**config.mk**
```make
export PLATFORM = sky130hd
export DESIGN_NAME = gray_counter_n
export DESIGN_NICKNAME = d
export VERILOG_FILES = /design/src/rtl/gray_pkg.sv /design/src/rtl/gray_to_bin.sv /design/src/rtl/gray_counter_n.sv
export SDC_FILE = /design/constraint.sdc
export NUM_CORES = 1
export LEC_CHECK = 0
export CORE_AREA = 2 2 39 41
export DETAILED_ROUTE_END_ITERATION = 7
export DIE_AREA = 0 0 41 43
export PLACE_DENSITY = 0.68
export SLEW_MARGIN = 20
export SYNTH_ARGS = -nofsm -noshare
export SYNTH_HDL_FRONTEND = slang
export SYNTH_HIERARCHICAL = 1
export SYNTH_SLANG_ARGS = --single-unit
```
**constraint.sdc**
```tcl
create_clock -name Clk -period 2.11 [get_ports Clk]
set_input_delay 0.422 -clock Clk [delete_from_list [all_inputs] [get_ports Clk]]
set_output_delay 0.422 -clock Clk [all_outputs]
set_load 0.05 [all_outputs]
```
**src/rtl/gray_pkg.sv**
```systemverilog
// Shared Gray-code helpers for counters and pointer synchronisers.
// Both conversions work on GRAY_MAX_WIDTH-bit vectors. Narrower values are
// zero-extended into the low bits, and the low WIDTH bits of the result are
// the correct narrow conversion.
package gray_pkg;

  localparam int GRAY_MAX_WIDTH = 16;

  // Binary to Gray: each Gray bit is the XOR of a binary bit and its upper neighbour.
  function automatic logic [GRAY_MAX_WIDTH-1:0] bin2gray(input logic [GRAY_MAX_WIDTH-1:0] i_bin);
    return i_bin ^ (i_bin >> 1);
  endfunction

  // Gray to binary: a prefix XOR running from the MSB down.
  function automatic logic [GRAY_MAX_WIDTH-1:0] gray2bin(input logic [GRAY_MAX_WIDTH-1:0] i_gray);
    logic [GRAY_MAX_WIDTH-1:0] v_bin;
    v_bin[GRAY_MAX_WIDTH-1] = i_gray[GRAY_MAX_WIDTH-1];
    for (int i = GRAY_MAX_WIDTH - 2; i >= 0; i--) begin
      v_bin[i] = v_bin[i+1] ^ i_gray[i];
    end
    return v_bin;
  endfunction

endpackage

```
**src/rtl/gray_to_bin.sv**
```systemverilog
// Purely combinational Gray-to-binary converter of parametrised width.
// It can be reused by FIFO pointer synchronisers.
// Binary bit n is the XOR of all Gray bits from the MSB down to bit n.
module gray_to_bin
  import gray_pkg::*;
#(
  parameter int WIDTH = 3
) (
  input  logic [WIDTH-1:0] i_gray,
  output logic [WIDTH-1:0] o_bin
);

  genvar gi;
  generate
    for (gi = 0; gi < WIDTH; gi++) begin : g_bit
      assign o_bin[gi] = ^i_gray[WIDTH-1:gi];
    end
  endgenerate

endmodule

```
**src/rtl/gray_counter_n.sv**
```systemverilog
// Counter behaviour:
// - Parametrised W-bit Gray-code up/down counter.
// - Provides a synchronous clear, a parallel Gray-coded load, a one-cycle
//   wrap pulse, a sticky overflow flag and a registered binary view.
//
// Optional build macro: GRAY_COUNTER_SATURATE_EN
// - When defined, stepping past either end holds the count at that end.
//   The wrap pulse and the overflow flag are still raised.
// - When undefined, the counter wraps modulo 2^WIDTH.
module gray_counter_n
  import gray_pkg::*;
#(
  parameter int WIDTH = 3,
  parameter int INIT  = 0
) (
  input  logic             Clk,
  input  logic             Reset_n,
  input  logic             En,
  input  logic             Up,
  input  logic             Clr,
  input  logic             Load,
  input  logic [WIDTH-1:0] LoadVal,
  input  logic             OvfClr,
  output logic [WIDTH-1:0] Output,
  output logic [WIDTH-1:0] Binary,
  output logic             Wrap,
  output logic             Overflow
);

  localparam logic [WIDTH-1:0] BIN_MAX = {WIDTH{1'b1}};
  localparam logic [WIDTH-1:0] BIN_ONE = {{(WIDTH-1){1'b0}}, 1'b1};
  localparam logic [WIDTH-1:0] INIT_BIN = INIT[WIDTH-1:0];
  localparam logic [GRAY_MAX_WIDTH-1:0] INIT_EXT = GRAY_MAX_WIDTH'(INIT_BIN);
  localparam logic [GRAY_MAX_WIDTH-1:0] INIT_GRAY_EXT = bin2gray(INIT_EXT);
  localparam logic [WIDTH-1:0] INIT_GRAY = INIT_GRAY_EXT[WIDTH-1:0];

  logic [WIDTH-1:0] r_bin;
  logic [WIDTH-1:0] r_gray;
  logic             r_wrap;
  logic             r_ovf;

  logic [WIDTH-1:0]          w_load_bin;
  logic [WIDTH-1:0]          w_bin_next;
  logic                      w_wrap_next;
  logic                      w_ovf_next;
  logic [GRAY_MAX_WIDTH-1:0] w_bin_ext;
  logic [GRAY_MAX_WIDTH-1:0] w_gray_ext;
  logic [WIDTH-1:0]          w_gray_next;
  logic                      w_unused_gray;

  // The load value arrives Gray-coded; the core works in binary.
  gray_to_bin #(
    .WIDTH(WIDTH)
  ) u_load_conv (
    .i_gray(LoadVal),
    .o_bin (w_load_bin)
  );

  // Next-state selection: clear, then load, then up/down step, otherwise hold.
  // OvfClr acts on every edge, but a wrap on the same edge re-sets the flag.
  always_comb begin
    w_bin_next  = r_bin;
    w_wrap_next = 1'b0;
    w_ovf_next  = r_ovf & ~OvfClr;
    if (Clr) begin
      w_bin_next = '0;
      w_ovf_next = 1'b0;
    end else if (Load) begin
      w_bin_next = w_load_bin;
    end else if (En) begin
      if (Up) begin
        if (r_bin == BIN_MAX) begin
          w_wrap_next = 1'b1;
          w_ovf_next  = 1'b1;
`ifdef GRAY_COUNTER_SATURATE_EN
          w_bin_next  = BIN_MAX;
`else
          w_bin_next  = '0;
`endif
        end else begin
          w_bin_next = r_bin + BIN_ONE;
        end
      end else begin
        if (r_bin == '0) begin
          w_wrap_next = 1'b1;
          w_ovf_next  = 1'b1;
`ifdef GRAY_COUNTER_SATURATE_EN
          w_bin_next  = '0;
`else
          w_bin_next  = BIN_MAX;
`endif
        end else begin
          w_bin_next = r_bin - BIN_ONE;
        end
      end
    end
  end

  // Widen the next binary value so the shared package encoder can be used.
  always_comb begin
    w_bin_ext = '0;
    w_bin_ext[WIDTH-1:0] = w_bin_next;
  end

  assign w_gray_ext    = bin2gray(w_bin_ext);
  assign w_gray_next   = w_gray_ext[WIDTH-1:0];
  assign w_unused_gray = ^w_gray_ext;

  // State register.
  // The Gray and binary outputs are both registered, so no input reaches
  // an output combinationally.
  always_ff @(posedge Clk or negedge Reset_n) begin
    if (!Reset_n) begin
      r_bin  <= INIT_BIN;
      r_gray <= INIT_GRAY;
      r_wrap <= 1'b0;
      r_ovf  <= 1'b0;
    end else begin
      r_bin  <= w_bin_next;
      r_gray <= w_gray_next;
      r_wrap <= w_wrap_next;
      r_ovf  <= w_ovf_next;
    end
  end

  assign Output   = r_gray;
  assign Binary   = r_bin;
  assign Wrap     = r_wrap;
  assign Overflow = r_ovf;

endmodule

```
==> impl_metrics.py <==
metrics = {
    "synth": {
        "synthTopCellsByArea": "dfrtp_1 (35%), ha_1 (12%), a2111oi_4 (5.4%), a21oi_1 (5.0%), xor3_1 (4.7%)",
        "syn_area_per_cell_sq_um": 10.32,
        "syn_nets": 64,
        "yosysWarnings": 6,
        "yosysTopAreaCell": "dfrtp_1",
        "ys.flop_type": "dfrtp_1",
        "synth.most_common_cell": "dfrtp_1",
        "syn-cell-area_sq_um": 505.5,
        "async_flop_share_pct": 100.0,
        "ys_types": 22,
        "synth_edf_count": 0,
        "synthTopCellsByCount": "dfrtp_1 (7), a21oi_1 (5), ha_1 (5)",
        "ys_seq_area_share_pct": 34.65,
        "ys_ff_latch": 7,
        "netlist_instances": 49,
        "synth_top_area_share_pct": 34.65,
    },
    "die": {
        "ios": 18,
        "die_w_um": 41,
        "die_h_um": 43,
        "core_area_sq_mm": 0.001384,
        "placementRows": 14,
        "dieArea_sq_mm": 0.001763,
        "start_util_pct": 36.53,
    },
    "route": {
        "ant_nets": 0,
        "drt-wirelength-per-cell_um": 10.96,
        "routed_wl_um": 932,
        "firstDrtPassIters": 3,
        "drt_iter0_drc": 6,
        "vias_per_cell": 4.729,
        "drc": 0,
        "dr_total_vias": 402,
    },
    "global_routing": {
        "grt_pass1_wl_um": 1531,
        "grt_overflow": 0,
        "track_usage_pct": 12.63,
        "grt_pass1_vias": 351,
        "grt_max_degree": 9,
        "antenna_found_initial": 0,
    },
    "sta": {
        "fmax_mhz": 502.9,
        "worst-slew-pin-transition_ns": 0.4989,
        "maxSlewHeadroom_pct": 66.63,
        "drv_slew": 0,
        "fin_skew_ns": 0.005796,
        "setup_viol": 0,
        "fin_crit_ns": 1.988,
        "period_share_pct": 94.23,
        "tns_ns": 0,
        "hold_viol": 0,
        "rsz0062_at_grt": "no",
    },
    "pwr": {
        "p_leak_nw": 0.3124,
        "power_w": 0.0004608,
        "power_density_mw_per_mm2": 645.0,
        "ir_worst_vdd_v": 0.0004982,
    },
    "worst_setup_path": {
        "r2r_end": "Output[1]$_DFF_PN0_",
        "critPathBufInv": 1,
        "r2r_cells": 5,
        "endpoint_kind": "output port",
        "crit_start": "Binary[2]$_DFF_PN0_",
        "critPathMaxFanout": 8,
        "critPathArrivalTime_ns": 1.57,
        "timing.rr.start": "Binary[0]$_DFF_PN0_",
        "cp.required_ns": 1.69,
        "r2r_slack_ns": 0.41,
        "crit_chain": "clkdlybuf4s50_1",
        "cp_top_family": "buffers and inverters",
        "cp_slowest_cell": "clkdlybuf4s50_1",
        "path_class": "reg -> out",
        "startpoint_type": "flop",
        "slowest_delay_ns": 0.85,
    },
    "flow_run": {
        "cap_violations": 0,
    },
    "clock_tree": {
        "cts_tree": "done",
        "numCtsBuffers": 3,
        "cts_sinks": 7,
        "clock_latency_ns": 0.25,
        "post_cts_resized": 0,
        "cts_hold_buffers": 0,
        "cts_buffer_depth": 2,
        "post_cts_buffers": 0,
        "ctsRootBufferMaster": "clkbuf_4",
        "clkTransAtPathRegs_ns": 0.05,
        "cts_max_level": 1,
    },
    "hold_path": {
        "worst_hold_path_type": "in -> async",
    },
    "placement": {
        "gp_congestion": 0.7753,
        "placed_cell_area_sq_um": 688.2,
        "portBuffers": 17,
        "place_hpwl_um": 741.1,
    },
    "layout": {
        "drive_gt1_share_pct": 10.14,
        "post-route-cell-area_sq_um": 714.4,
        "fin_util_pct": 51.63,
        "antenna_cells": 0,
        "nNetsFinal": 85,
        "synthToLayoutAreaGrowth_pct": 41.34,
        "nFillCells": 132,
    },
    "outcome": {
        "status": "complete, no violations",
    },
}
[worst max path at each step]
stage	slack [ns]	endpoint	cells past startpoint
detailed placement	0.24	Output[1]$_DFF_PN0_	5
CTS	0.11	Binary[2]	1
global placement	0.24	Output[0]$_DFF_PN0_	5
global route	0.05	Binary[2]	1
finish	0.12	Binary[2]	1
floorplan	0.27	Output[1]$_DFF_PN0_	5
[state kept, by name (all words and copies together) (netlist names)]
| signal | cells |
|---|---|
| Binary | 3 |
| Output | 2 |
| Overflow | 1 |
| Wrap | 1 |
[logic make-up after synthesis]
family	synth area share, %
simple gates	16.34
compound gates	20.79
flops	34.65
buf+inv	5.939
fa+ha+maj	12.38
xor+xnor	9.901
[metrics by stage]
step                      hold WS (ns)  worst slack [ns]  std cells
after floorplan                 0.1264            0.2662         49
after global placement          0.5403            0.2388         81
after detailed placement        0.5469            0.2385         81
after CTS                       0.4221            0.1149         85
after global routing            0.4450           0.05222         85
final                           0.4205            0.1217         85
[metal layers]
metal | global-route usage, % | vias to the layer above | wire length, um
met1 | 18.86 | 186 | 433
li1 | - | 205 | -
met4 | 2.000 | 0 | 0
met5 | 0 | - | 0
met2 | 17.50 | 11 | 438
met3 | 4.712 | 0 | 60
[placed cells by master (no fill, tap or decap), drive strengths merged, types with 2 or more instances in the layout]
| cell type | count |
|---|---|
| clkdlybuf4s50 | 17 |
| nor2b | 3 |
| nand2 | 3 |
| nor3 | 3 |
| nor2 | 2 |
| a21oi | 5 |
| inv | 4 |
| nand2b | 2 |
| dfrtp | 7 |
| ha | 5 |
| clkbuf | 4 |
| xnor2 | 2 |
| o21ai | 3 |
[cell type report]
cell class | instances | area [sq um] | area share, %
Multi-Input combinational cell | 36 | 300.3 | 42.03
Sequential cell | 7 | 175.2 | 24.52
Timing Repair Buffer | 18 | 177.7 | 24.87
Inverter | 4 | 15.01 | 2.102
Tap cell | 16 | 20.02 | 2.802
Clock buffer | 4 | 26.28 | 3.678
[power by group]
group	total [W]	internal [W]	switching, W
logic	0.000183	0.0000761	0.000107
registers	0.000159	0.000148	0.0000108
clock network	0.000119	0.0000720	0.0000473
No activity file was read; power rests on OpenSTA's default activity.
==> RTL change (same flow settings) <==
Remove the register `r_gray`: a continuous assignment takes its place, so the output `Output` follows one clock earlier.
--- a/src/rtl/gray_counter_n.sv
+++ b/src/rtl/gray_counter_n.sv
@@ -113,14 +113,14 @@
     if (!Reset_n) begin
       r_bin  <= INIT_BIN;
-      r_gray <= INIT_GRAY;
       r_wrap <= 1'b0;
       r_ovf  <= 1'b0;
     end else begin
       r_bin  <= w_bin_next;
-      r_gray <= w_gray_next;
       r_wrap <= w_wrap_next;
       r_ovf  <= w_ovf_next;
     end
   end
+
+  assign r_gray = w_gray_next;
 
   assign Output   = r_gray;
Function: changed (Yosys sat finds a counterexample within 4 cycles, from zero or initial values and one cycle with Reset_n low).
==> RTL change against the original RTL <==
The run now ends with setup timing left. Sequential share of layout area is 9.9 points lower. Synthesized cell count down 4.1%. Global-route usage is 2.9 points higher. Die area is the same. Synthesized area shrank 9.9%. Cell area rose by 24%. Sequential cell count is 2 lower. Total power up 8.0%. Setup slack got worse by 380 ps. Worst hold slack got worse by 22 ps. First-iteration DRC count rose by 50%. Wire length up 21%. Final cell count increased by 8.2%. Clock skew down 3.1 ps.
==> RTL change: results <==
set metrics [dict create \
    fin_worst_skew_ps 2.71 \
    synthCells 47 \
    reg2reg_depth 6 \
    antenna_found_initial 0 \
    cp.arrival_ps 1950 \
    pre_cts_slack_ps -339 \
    drt-wirelength-per-cell_um 12.2 \
    failed_checks "setup timing" \
    synth-seq-area-share_pct 27.5 \
    setup_violations 3 \
    dr_total_vias 422 \
    finalWeightedCongestion 0.738 \
    hpwl_um 881 \
    critPathMaxStageDelay_ps 440 \
    drtPass1Iterations 4 \
    crit_path_top_delay_cell "dfrtp_2" \
    status "finished, violations left" \
    internal-power_mw 0.314 \
    ys_types 22 \
    worstReg2RegEnd "Binary[2]" \
    cts-root-buf "clkbuf_4" \
    dp_cells 85 \
    endpoint "Output[1]" \
    synth_compound_area_share_pct 23.1 \
    wirelength_mm 1.13 \
    drtIter0Drc 9 \
    synth-adder-area-share_pct 13.7 \
    clock_latency_ps 240 \
    final_nets 92 \
    leakagePower_nw 0.380 \
    worstPathMaxFanout 4 \
    timing.final.ws_setup_ps -259 \
    gr-usage-all-layers_pct 15.5 \
    async_flop_share_pct 100 \
    drive_gt1_share_pct 46.1 \
    synth_top_cells_by_area "dfrtp_1, ha_1, a2111oi_4" \
    ys_top_cells_by_count "a21oi_1, dfrtp_1, ha_1" \
    synth-xor-area-share_pct 11.0 \
    max-vdd-ir-drop_mv 0.398 \
    crit_path_start "Binary[1]" \
]
-- RTL change: cell types whose count changed in the layout (fill, tap and decap cells not counted), sizes merged --
cell	before	now
buf	1	13
dlymetal6s2s	0	1
dfrtp	7	5
clkdlybuf4s50	17	9
dlygate4sd2	0	4
-- RTL change: final cells by class --
| type | instances | area, um^2 |
|---|---|---|
| Inverter | 4 | 15.0 |
| Timing Repair Buffer | 27 | 285 |
| Sequential cell | 5 | 129 |
| Multi-Input combinational cell | 36 | 409 |
| Fill cell | 106 | 499 |
| Clock buffer | 4 | 26.3 |
| Tap cell | 16 | 20.0 |
-- RTL change: cells by family (layout without fill, tap and decap cells) --
family | Yosys count | in the layout
xor gates and xnor gates | 4 | 4
adders and majority gates | 5 | 5
and+or+nand+nor | 15 | 15
DFF | 5 | 5
AOI/OAI and AO/OA | 12 | 12
buffers and inverters | 6 | 35
-- RTL change: worst min-delay path by stage --
stage | depth (start not counted) | startpoint | slack [ps] | to
after floorplan | 0 | Reset_n | 130 | Binary[0]
after global placement | 2 | Overflow | 530 | Overflow
after detailed placement | 2 | Overflow | 530 | Overflow
after CTS | 1 | Reset_n | 400 | Overflow
after global routing | 1 | Reset_n | 410 | Wrap
final | 1 | Reset_n | 400 | Overflow
-- RTL change: what timing repair did --
item                                   in CTS  in global routing
endpoints found under the hold margin       0                  0
setup endpoints to repair                   3                  3
setup buffers                               2                  1
gates resized for setup                     7                  2
pin swaps                                   3                  3
hold buffers                                0                  0
-- RTL change: stage by stage --
step	util (%)	setup TNS, ps	total power [mW]	area [um^2]	hold WS, ps
after floorplan	-	-366	0.269	551	126
after global placement	59.0	-818	0.376	817	529
after detailed placement	59.0	-914	0.376	817	533
after CTS	62.9	-823	0.499	871	397
after global routing	63.9	-920	0.523	885	410
final	63.9	-693	0.498	885	399
-- RTL change: worst max-delay path: cells and delay by family (launching register included) --
family | cells | cell delay (ps)
buffers and inverters | 2 | 340
AO/OA/AOI/OAI | 2 | 340
adder cells (fa/ha/maj) | 2 | 460
XOR/XNOR | 1 | 120
flip-flops | 1 | 440
-- RTL change: power groups by stage --
stage,Clock [mW],Sequential [mW],Combinational (mW)
after CTS,0.111,0.117,0.272
after detailed placement,0,0.118,0.258
after global routing,0.116,0.118,0.289
after global placement,0,0.118,0.258
final,0.108,0.116,0.274
after floorplan,0,0.138,0.130
-- RTL change: layer usage --
layer | GRT usage [%] | vias to the layer above | wire (um)
li1 | - | 219 | -
met1 | 21.9 | 197 | 512
met2 | 22.2 | 6 | 583
met3 | 5.24 | 0 | 31
met4 | 4.00 | 0 | 0
met5 | 0 | - | 0
